===== src/rtl/updown_timer_pkg.sv =====
// Shared types and constant helpers for the up/down timer.
package updown_timer_pkg;

    typedef enum logic [1:0] {
        IDLE  = 2'd0,
        RUN   = 2'd1,
        ALARM = 2'd2
    } state_e;

    // Bits needed to index 'value' distinct states; returns 0 for value <= 1.
    function automatic int clog2(input int value);
        int r;
        r = 0;
        while ((1 << r) < value) begin
            r = r + 1;
        end
        return r;
    endfunction

endpackage


===== src/rtl/updown_timer_tick.sv =====
// Prescaler: one-cycle tick every DIV enabled cycles, restart on clr.
// Tick is combinational from the counter register; never stalls.
module tick_gen
    import updown_timer_pkg::*;
#(
    parameter int DIV = 1
) (
    input  logic Clk,
    input  logic reset,
    input  logic en,
    input  logic clr,
    output logic tick
);

    localparam int CW = (clog2(DIV) > 0) ? clog2(DIV) : 1;
    localparam logic [CW-1:0] LAST = CW'(DIV - 1);

    logic [CW-1:0] cnt_q;
    logic [CW-1:0] cnt_d;

    assign tick = en && (cnt_q == LAST);

    always_comb begin
        cnt_d = cnt_q;
        if (clr) begin
            cnt_d = '0;
        end else if (en) begin
            cnt_d = tick ? '0 : cnt_q + 1'b1;
        end
    end

    always_ff @(posedge Clk or negedge reset) begin
        if (!reset) begin
            cnt_q <= '0;
        end else begin
            cnt_q <= cnt_d;
        end
    end

endmodule


===== src/rtl/updown_timer.sv =====
// Up/down counter with run control, load, wrap-or-saturate terminal and timed buzzer.
// All outputs registered, one-cycle response to inputs; no backpressure.
module updown_timer
    import updown_timer_pkg::*;
#(
    parameter int WIDTH      = 7,
    parameter int MAX        = 99,
    parameter int DIV        = 1,
    parameter int BUZ_CYCLES = 8
) (
    input  logic             Clk,
    input  logic             reset,
    input  logic             up_down,
    input  logic             start,
    input  logic             stop,
    input  logic             load,
    input  logic [WIDTH-1:0] load_val,
    input  logic             wrap_en,
    output logic [WIDTH-1:0] Count,
    output logic             running,
    output logic             tc,
    output logic             buz
);

    localparam int TW = clog2(BUZ_CYCLES + 1);
    localparam logic [WIDTH-1:0] MAX_V = WIDTH'(MAX);
    localparam logic [TW-1:0]    BUZ_V = TW'(BUZ_CYCLES);

    state_e           state_q, state_d;
    logic [WIDTH-1:0] count_q, count_d;
    logic [TW-1:0]    btmr_q, btmr_d;
    logic             tc_q, tc_d;
    logic             running_q, running_d;
    logic             buz_q, buz_d;
    logic             tick;
    logic             at_term;

    // Prescaler is held at zero outside RUN, so entering RUN always starts a full period.
    tick_gen #(.DIV(DIV)) u_tick (
        .Clk   (Clk),
        .reset (reset),
        .en    (state_q == RUN),
        .clr   (load || (state_q != RUN)),
        .tick  (tick)
    );

    assign at_term = up_down ? (count_q == MAX_V) : (count_q == '0);

    always_comb begin
        state_d = state_q;
        count_d = count_q;
        tc_d    = 1'b0;
        btmr_d  = (btmr_q != '0) ? btmr_q - 1'b1 : '0;

        if (load) begin
            count_d = (load_val > MAX_V) ? MAX_V : load_val;
            if (state_q == ALARM) begin
                state_d = IDLE;
            end
        end else if (stop) begin
            state_d = IDLE;
        end else begin
            case (state_q)
                IDLE: begin
                    if (start) begin
                        state_d = RUN;
                    end
                end
                RUN: begin
                    if (tick) begin
                        if (at_term) begin
                            tc_d = 1'b1;
                            if (wrap_en) begin
                                count_d = up_down ? '0 : MAX_V;
                                btmr_d  = BUZ_V;
                            end else begin
                                state_d = ALARM;
                            end
                        end else begin
                            count_d = up_down ? count_q + 1'b1 : count_q - 1'b1;
                        end
                    end
                end
                default: begin
                end
            endcase
        end

        running_d = (state_d == RUN);
        buz_d     = (state_d == ALARM) || (btmr_d != '0);
    end

    always_ff @(posedge Clk or negedge reset) begin
        if (!reset) begin
            state_q   <= IDLE;
            count_q   <= '0;
            btmr_q    <= '0;
            tc_q      <= 1'b0;
            running_q <= 1'b0;
            buz_q     <= 1'b0;
        end else begin
            state_q   <= state_d;
            count_q   <= count_d;
            btmr_q    <= btmr_d;
            tc_q      <= tc_d;
            running_q <= running_d;
            buz_q     <= buz_d;
        end
    end

    assign Count   = count_q;
    assign running = running_q;
    assign tc      = tc_q;
    assign buz     = buz_q;

endmodule


===== config.mk =====
export PLATFORM = sky130hd
export DESIGN_NAME = updown_timer
export DESIGN_NICKNAME = d
export VERILOG_FILES = /design/src/rtl/updown_timer_pkg.sv /design/src/rtl/updown_timer_tick.sv /design/src/rtl/updown_timer.sv
export SDC_FILE = /design/constraint.sdc
export NUM_CORES = 1
export LEC_CHECK = 0
export CAP_MARGIN = 20
export CORE_ASPECT_RATIO = 0.6
export CORE_MARGIN = 5
export CORE_UTILIZATION = 40
export DETAILED_ROUTE_END_ITERATION = 8
export SLEW_MARGIN = 20
export SYNTH_ARGS = -nofsm -noshare
export SYNTH_HDL_FRONTEND = slang
export SYNTH_HIERARCHICAL = 1
export SYNTH_SLANG_ARGS = --single-unit

===== constraint.sdc =====
create_clock -name Clk -period 2.46 [get_ports Clk]
set_input_delay 0.738 -clock Clk [delete_from_list [all_inputs] [get_ports Clk]]
set_output_delay 0.738 -clock Clk [all_outputs]
set_load 0.05 [all_outputs]

==> results of run 1 <==
==> timing repair <==
item,4_1_cts,5_1_grt
setup endpoints to repair,3,0
setup buffers,0,0
gates resized for setup,8,0
==> cell usage in the layout, fill, tap and decap left out, types with 2 or more instances in the layout <==
master	netlist	routed
a21oi_2	1	3
a21o_1	2	2
a311oi_1	2	2
mux2i_1	2	2
inv_1	4	3
nand2_1	8	8
or3_1	2	2
nor2b_1	3	3
a32o_1	3	3
nor3_1	10	10
o21ai_0	8	8
and2_1	3	3
ha_4	0	2
a21oi_1	6	4
mux2_2	4	4
nand3_1	3	3
nor2_1	10	10
nand2b_1	3	3
a211oi_2	0	2
nand3b_1	2	2
ha_1	5	3
buf_4	0	20
clkdlybuf4s50_1	0	22
clkbuf_8	0	3
dfrtp_1	17	17
==> registers in the layout (all words and copies together) (netlist names) <==
name and cells:
tc 1, state_q 2, Count 7, buz 1
btmr_q 4, running 1, u_tick/cnt_q 1
==> per-stage QoR <==
stage	hold slack, ps	std cells	total power (W)
after floorplan	442.4	129	0.0008705
final	518.4	215	0.001463
after global routing	538.1	215	0.001551
after CTS	521.8	215	0.001449
after detailed placement	503.3	211	0.001175
after global placement	502.6	211	0.001166
==> per-layer routing <==
metal  routed length, um  global-route usage
met5                   0                   0
met1                1748              0.2575
met4                   8             0.03867
met3                 335             0.05612
met2                1643              0.3083
==> how the worst min path moves through the flow <==
stage | from | end | depth (start not counted)
after floorplan | reset | Count[0]$_DFFE_PN0P_ | 0
after global placement | u_tick/cnt_q$_DFFE_PN0P_ | u_tick/cnt_q$_DFFE_PN0P_ | 1
after detailed placement | btmr_q[0]$_DFF_PN0_ | btmr_q[0]$_DFF_PN0_ | 1
after CTS | btmr_q[0]$_DFF_PN0_ | btmr_q[0]$_DFF_PN0_ | 1
after global routing | btmr_q[0]$_DFF_PN0_ | btmr_q[0]$_DFF_PN0_ | 1
final | u_tick/cnt_q$_DFFE_PN0P_ | u_tick/cnt_q$_DFFE_PN0P_ | 1
==> kinds of logic after synthesis <==
family                   count (synthesis)
flip-flops                              17
AO/OA/AOI/OAI                           38
XOR/XNOR                                 2
adder cells (fa/ha/maj)                  6
multiplexers                             6
buffers and inverters                    7
AND/OR/NAND/NOR                         53
==> final cells by class <==
class | count | area, um^2
clock inverters | 1 | 7.507
fillers | 283 | 1171
multi-input cells | 105 | 835.8
inverters | 4 | 15.01
well taps | 42 | 52.55
clock buffers | 3 | 41.29
repair buffers | 43 | 379.1
flip-flops and latches | 17 | 425.4
==> where the power goes <==
part	switching, W	internal (W)	total, W	leakage [nW]
Clock	0.000101	0.000114	0.000215	0.0217
Sequential	0.0000727	0.000319	0.000392	0.218
Combinational	0.000472	0.000384	0.000856	0.490
Total	0.000646	0.000817	0.00146	0.729
==> flow_summary.json, run 1 <==
{
  "cp-end-kind": "output port",
  "synthArstFlopShare": 1.000,
  "grt_pass1_wl_um": 6210,
  "slowest_delay_ps": 860,
  "rsz0062_at_grt": "false",
  "final-setup-viol-count": 0,
  "critPathLaunch": "Count[0]$_DFFE_PN0P_",
  "synth.ff_latch_count": 17,
  "dpl_cell_area_um2": 1664,
  "slowest_stage": "clkdlybuf4s50_1",
  "die_area_um2": 4361,
  "initial_core_util": 0.4248,
  "wire_per_inst_um": 17.38,
  "grt_pass1_vias": 1309,
  "critPathTopFamily": "buffers and inverters",
  "syn_inst": 129,
  "antenna_found_initial": 0,
  "die_h_um": 53.19,
  "yosysTopAreaCellShare": 0.3421,
  "synth_compound_area_frac": 0.2555,
  "p_per_area_nw_per_um2": 833.0,
  "synthesis.area_um2": 1244,
  "grt_max_degree": 18,
  "ys_warn_count": 6,
  "dr.pass1.iters": 4,
  "critical_path_buf_inv_count": 1,
  "rrSetupSlack_ps": 290,
  "yosysSeqAreaShare": 0.3421,
  "fin_skew_ps": 0.8276,
  "yosysMostFrequentCell": "dfrtp_1",
  "clockBufferDepth": 2,
  "drv_cap": 0,
  "cts_buffers": 3,
  "fin_ws_ps": 102.5,
  "drive_gt1_frac": 0.2832,
  "portBuffers": 23,
  "finalCoreUtilization": 0.6000,
  "ys.flop_type": "dfrtp_1",
  "pre_cts_ws_ps": -401.5,
  "ys_types": 49,
  "ir_worst_vdd_v": 0.0006494,
  "reg2reg_from": "Count[1]$_DFFE_PN0P_",
  "status": "completed",
  "total_leakage_power_nw": 0.7293,
  "dp_hpwl_um": 2749,
  "rows": 15,
  "synth_edf_count": 0,
  "synthTopCellsByCount": "dfrtp_1, nor2_1, nor3_1",
  "cts_tree": "done",
  "cp.arrival_ps": 1620,
  "io_pins": 24,
  "path_max_fanout": 6,
  "insertion_delay_ps": 250,
  "htreeDepth": 1,
  "detail-route-antenna-nets": 0,
  "start_kind": "flip-flop",
  "post-route-drc-count": 0,
  "worst_pin_slew_ps": 501.1,
  "postLayoutCellArea_um2": 1757,
  "synthTopCellsByArea": "dfrtp_1, ha_1, nor3_1",
  "synth_top_family_by_area": "compound AO/OA/AOI/OAI gates",
  "muxShareOfSynthArea": 0.05231,
  "via_per_inst": 5.707,
  "ctsHoldBuffers": 0,
  "reg2reg_to": "Count[1]$_DFFE_PN0P_",
  "fin_tns_setup_ps": 0,
  "hold_viol": 0,
  "yosys.area.top_type": "dfrtp_1",
  "r2r_cells": 5,
  "diodes": 0,
  "required_ps": 1720,
  "synthXorXnorAreaFrac": 0.01408,
  "clock-sinks": 17,
  "area_growth_pct": 41.25,
  "synth-simple-area-share": 0.2475,
  "hold_class": "flip-flop to flip-flop",
  "vias": 1227,
  "worst-setup-path-type": "flip-flop to output port",
  "drv_slew": 0,
  "synthAdderAreaFrac": 0.06640,
  "period_needed_ps": 2357,
  "cts_root_buf": "clkbuf_8",
  "drtIter0Drc": 159,
  "die_w_um": 81.99,
  "grt_usage": 0.1924,
  "overflow": 0,
  "worstPathCellList": "clkdlybuf4s50_1",
  "gp_congestion": 0.8343,
  "max_freq_mhz": 424.2,
  "critical_path.endpoint": "Count[0]",
  "max_slew_margin": 0.6649,
  "core-area_um2": 2928,
  "cts.reportedPaths.clkPinSlew_ps": 70,
  "fin_crit_sh": 0.9583,
  "layout.nets": 194,
  "crit_cells": 1,
  "syn_area_per_cell_um2": 9.641,
  "drt_wl_total_um": 3736,
  "syn_nets": 149
}
Power figures use the tool's default switching activity.
==> inputs of run 2 (changes only) <==
--- a/config.mk
+++ b/config.mk
@@ -7,7 +7,7 @@
 export LEC_CHECK = 0
 export CAP_MARGIN = 20
-export CORE_ASPECT_RATIO = 0.6
 export CORE_MARGIN = 5
 export CORE_UTILIZATION = 40
+export CTS_CLUSTER_DIAMETER = 120
 export DETAILED_ROUTE_END_ITERATION = 8
 export SLEW_MARGIN = 20
==> constraint.sdc (replaced) <==
create_clock -name Clk -period 2.46 [get_ports Clk]
set_input_delay 0.738 -clock Clk [delete_from_list [all_inputs] [get_ports Clk]]
set_output_delay 0.738 -clock Clk [all_outputs]
set_load 0.01 [all_outputs]
==> run 2 against run 1 <==
Net effect:
- sequential cell count unchanged
- critical path depth up 4
- clock-buffer cell count unchanged
- worst hold slack better by 15 ps
- global-route usage down 1.9 points
- non-clock buffer count up 4
- power down 13%
- sequential power about the same
- setup slack better by 230 ps
- sequential share of layout area down 0.51 points
- clock skew up 12 ps
- clock power down 27%
- critical endpoint is now Count[2]$_DFFE_PN0P_
==> flow_summary.json, run 2 (synthesis results as in run 1) <==
{
  "grt_max_degree": 18,
  "diodes": 0,
  "path_max_fanout": 6,
  "insertion_delay_ps": 300,
  "max_freq_mhz": 469.6,
  "fin_skew_ps": 13.31,
  "rsz0062_at_grt": "false",
  "layout.nets": 198,
  "dr.pass1.iters": 4,
  "core-area_um2": 3028,
  "post-place-cells": 217,
  "final-setup-viol-count": 0,
  "drt_wl_total_um": 3351,
  "start_kind": "flip-flop",
  "grt_pass1_vias": 1259,
  "critPathLaunch": "Count[1]$_DFFE_PN0P_",
  "detail-route-antenna-nets": 0,
  "die_w_um": 65.76,
  "post-route-drc-count": 0,
  "drv_slew": 0,
  "initial_core_util": 0.4107,
  "drv_cap": 0,
  "min_from": "btmr_q[0]$_DFF_PN0_",
  "antenna_found_initial": 0,
  "status": "completed",
  "portBuffers": 23,
  "gp_congestion": 0.9207,
  "clock-sinks": 17,
  "cts_root_buf": "clkbuf_4",
  "route.met3.wl_um": 103,
  "area_growth_pct": 44.27,
  "rrSetupSlack_ps": 330,
  "ctsHoldBuffers": 0,
  "dp_hpwl_um": 2648,
  "grt_usage": 0.1731,
  "io_pins": 24,
  "reg2reg_to": "Count[2]$_DFFE_PN0P_",
  "die_h_um": 65.76,
  "reg2reg_from": "Count[1]$_DFFE_PN0P_",
  "pre_cts_ws_ps": -374.1,
  "required_ps": 2660,
  "r2r_cells": 5,
  "grt_pass1_wl_um": 5830,
  "via_per_inst": 5.421,
  "final_common_cell": "buf_4",
  "fin_crit_sh": 0.8656,
  "cts.reportedPaths.clkPinSlew_ps": 120,
  "period_needed_ps": 2129,
  "vias": 1198,
  "die_area_um2": 4324,
  "top_layer": "met4",
  "cts_buffers": 3,
  "max_slew_margin": 0.7769,
  "worst_pin_slew_ps": 332.1,
  "total_leakage_power_nw": 0.7514,
  "overflow": 0,
  "drtIter0Drc": 55,
  "cts_tree": "done",
  "cp.arrival_ps": 2320,
  "rows": 20,
  "cp-end-kind": "flip-flop",
  "largest_register_ffs": 7,
  "drive_gt1_frac": 0.3051,
  "hold_class": "flip-flop to flip-flop",
  "layoutNonFillerInstCount": 221,
  "hold_viol": 0,
  "critical_path.endpoint": "Count[2]$_DFFE_PN0P_",
  "m1WireLength_um": 1479,
  "worst-setup-path-type": "flip-flop to flip-flop",
  "htreeDepth": 1,
  "clockBufferDepth": 2,
  "wl_met2_um": 1753,
  "final_cell_mix": "buf_4, clkdlybuf4s50_1, dfrtp_1",
  "ir_worst_vdd_v": 0.0002806,
  "wire_per_inst_um": 15.16,
  "fin_ws_ps": 330.7,
  "p_per_area_nw_per_um2": 709.7
}
[run 2: changes by cell type in the layout (fill, tap and decap cells not counted), sizes merged]
cell / before / now
dlygate4sd2: 1 / 0
clkinv: 0 / 1
clkinvlp: 1 / 0
dlymetal6s2s: 0 / 1
buf: 20 / 24
[run 2: how the worst min path moves through the flow]
stage / slack [ps] / end / cells past startpoint
finish: 530 / btmr_q[0]$_DFF_PN0_ / 1
floorplan: 440 / Count[0]$_DFFE_PN0P_ / 0
detailed placement: 520 / btmr_q[0]$_DFF_PN0_ / 1
global placement: 490 / btmr_q[0]$_DFF_PN0_ / 1
global route: 580 / btmr_q[0]$_DFF_PN0_ / 1
CTS: 540 / btmr_q[0]$_DFF_PN0_ / 1
[run 2: timing repair]
item                                    CTS  global route
buffers inserted                          0             0
gates resized for setup                   5             4
pin swaps                                 0             3
gates cloned                              0             0
endpoints found under the setup margin    3             4
[run 2: final cells by class]
type	instances	area, um^2
clock buffers	3	22.52
clock inverters	1	5.005
fillers	275	1234
inverters	4	15.01
multi-input cells	105	858.3
flip-flops and latches	17	425.4
well taps	44	55.05
repair buffers	47	412.9
[run 2: per-layer routing]
metal / GRT usage / vias up
li1: - / 589
met1: 0.2113 / 587
met2: 0.3204 / 20
met3: 0.01880 / 2
met4: 0.04145 / 0
met5: 0 / -
[run 2: metrics by stage]
step           hold WS, ps    util  TNS [ps]  total power [W]  area, um^2
2_1_floorplan        442.4       -         0        0.0007551        1246
3_3_place_gp         494.7  0.5603     -1620         0.001037        1697
3_5_place_dp         517.1  0.5603     -1808         0.001049        1697
4_1_cts              536.9  0.5818         0         0.001241        1762
5_1_grt              575.3  0.5926         0         0.001378        1794
6_report             533.8  0.5926         0         0.001273        1794
[run 2: power by group]
| group | switching, W | internal (W) | total [W] | leakage [nW] |
|---|---|---|---|---|
| logic | 0.000326 | 0.000401 | 0.000727 | 0.516 |
| registers | 0.0000702 | 0.000319 | 0.000389 | 0.218 |
| clock network | 0.0000968 | 0.0000604 | 0.000157 | 0.0177 |
| total | 0.000493 | 0.000780 | 0.00127 | 0.751 |
[run 2: worst max-delay path, stage by stage (launching register included)]
cell,delay [ps]
dfrtp_1,480
or4_4,610
o22ai_2,230
a21oi_1,160
nor2_4,190
mux2_2,360
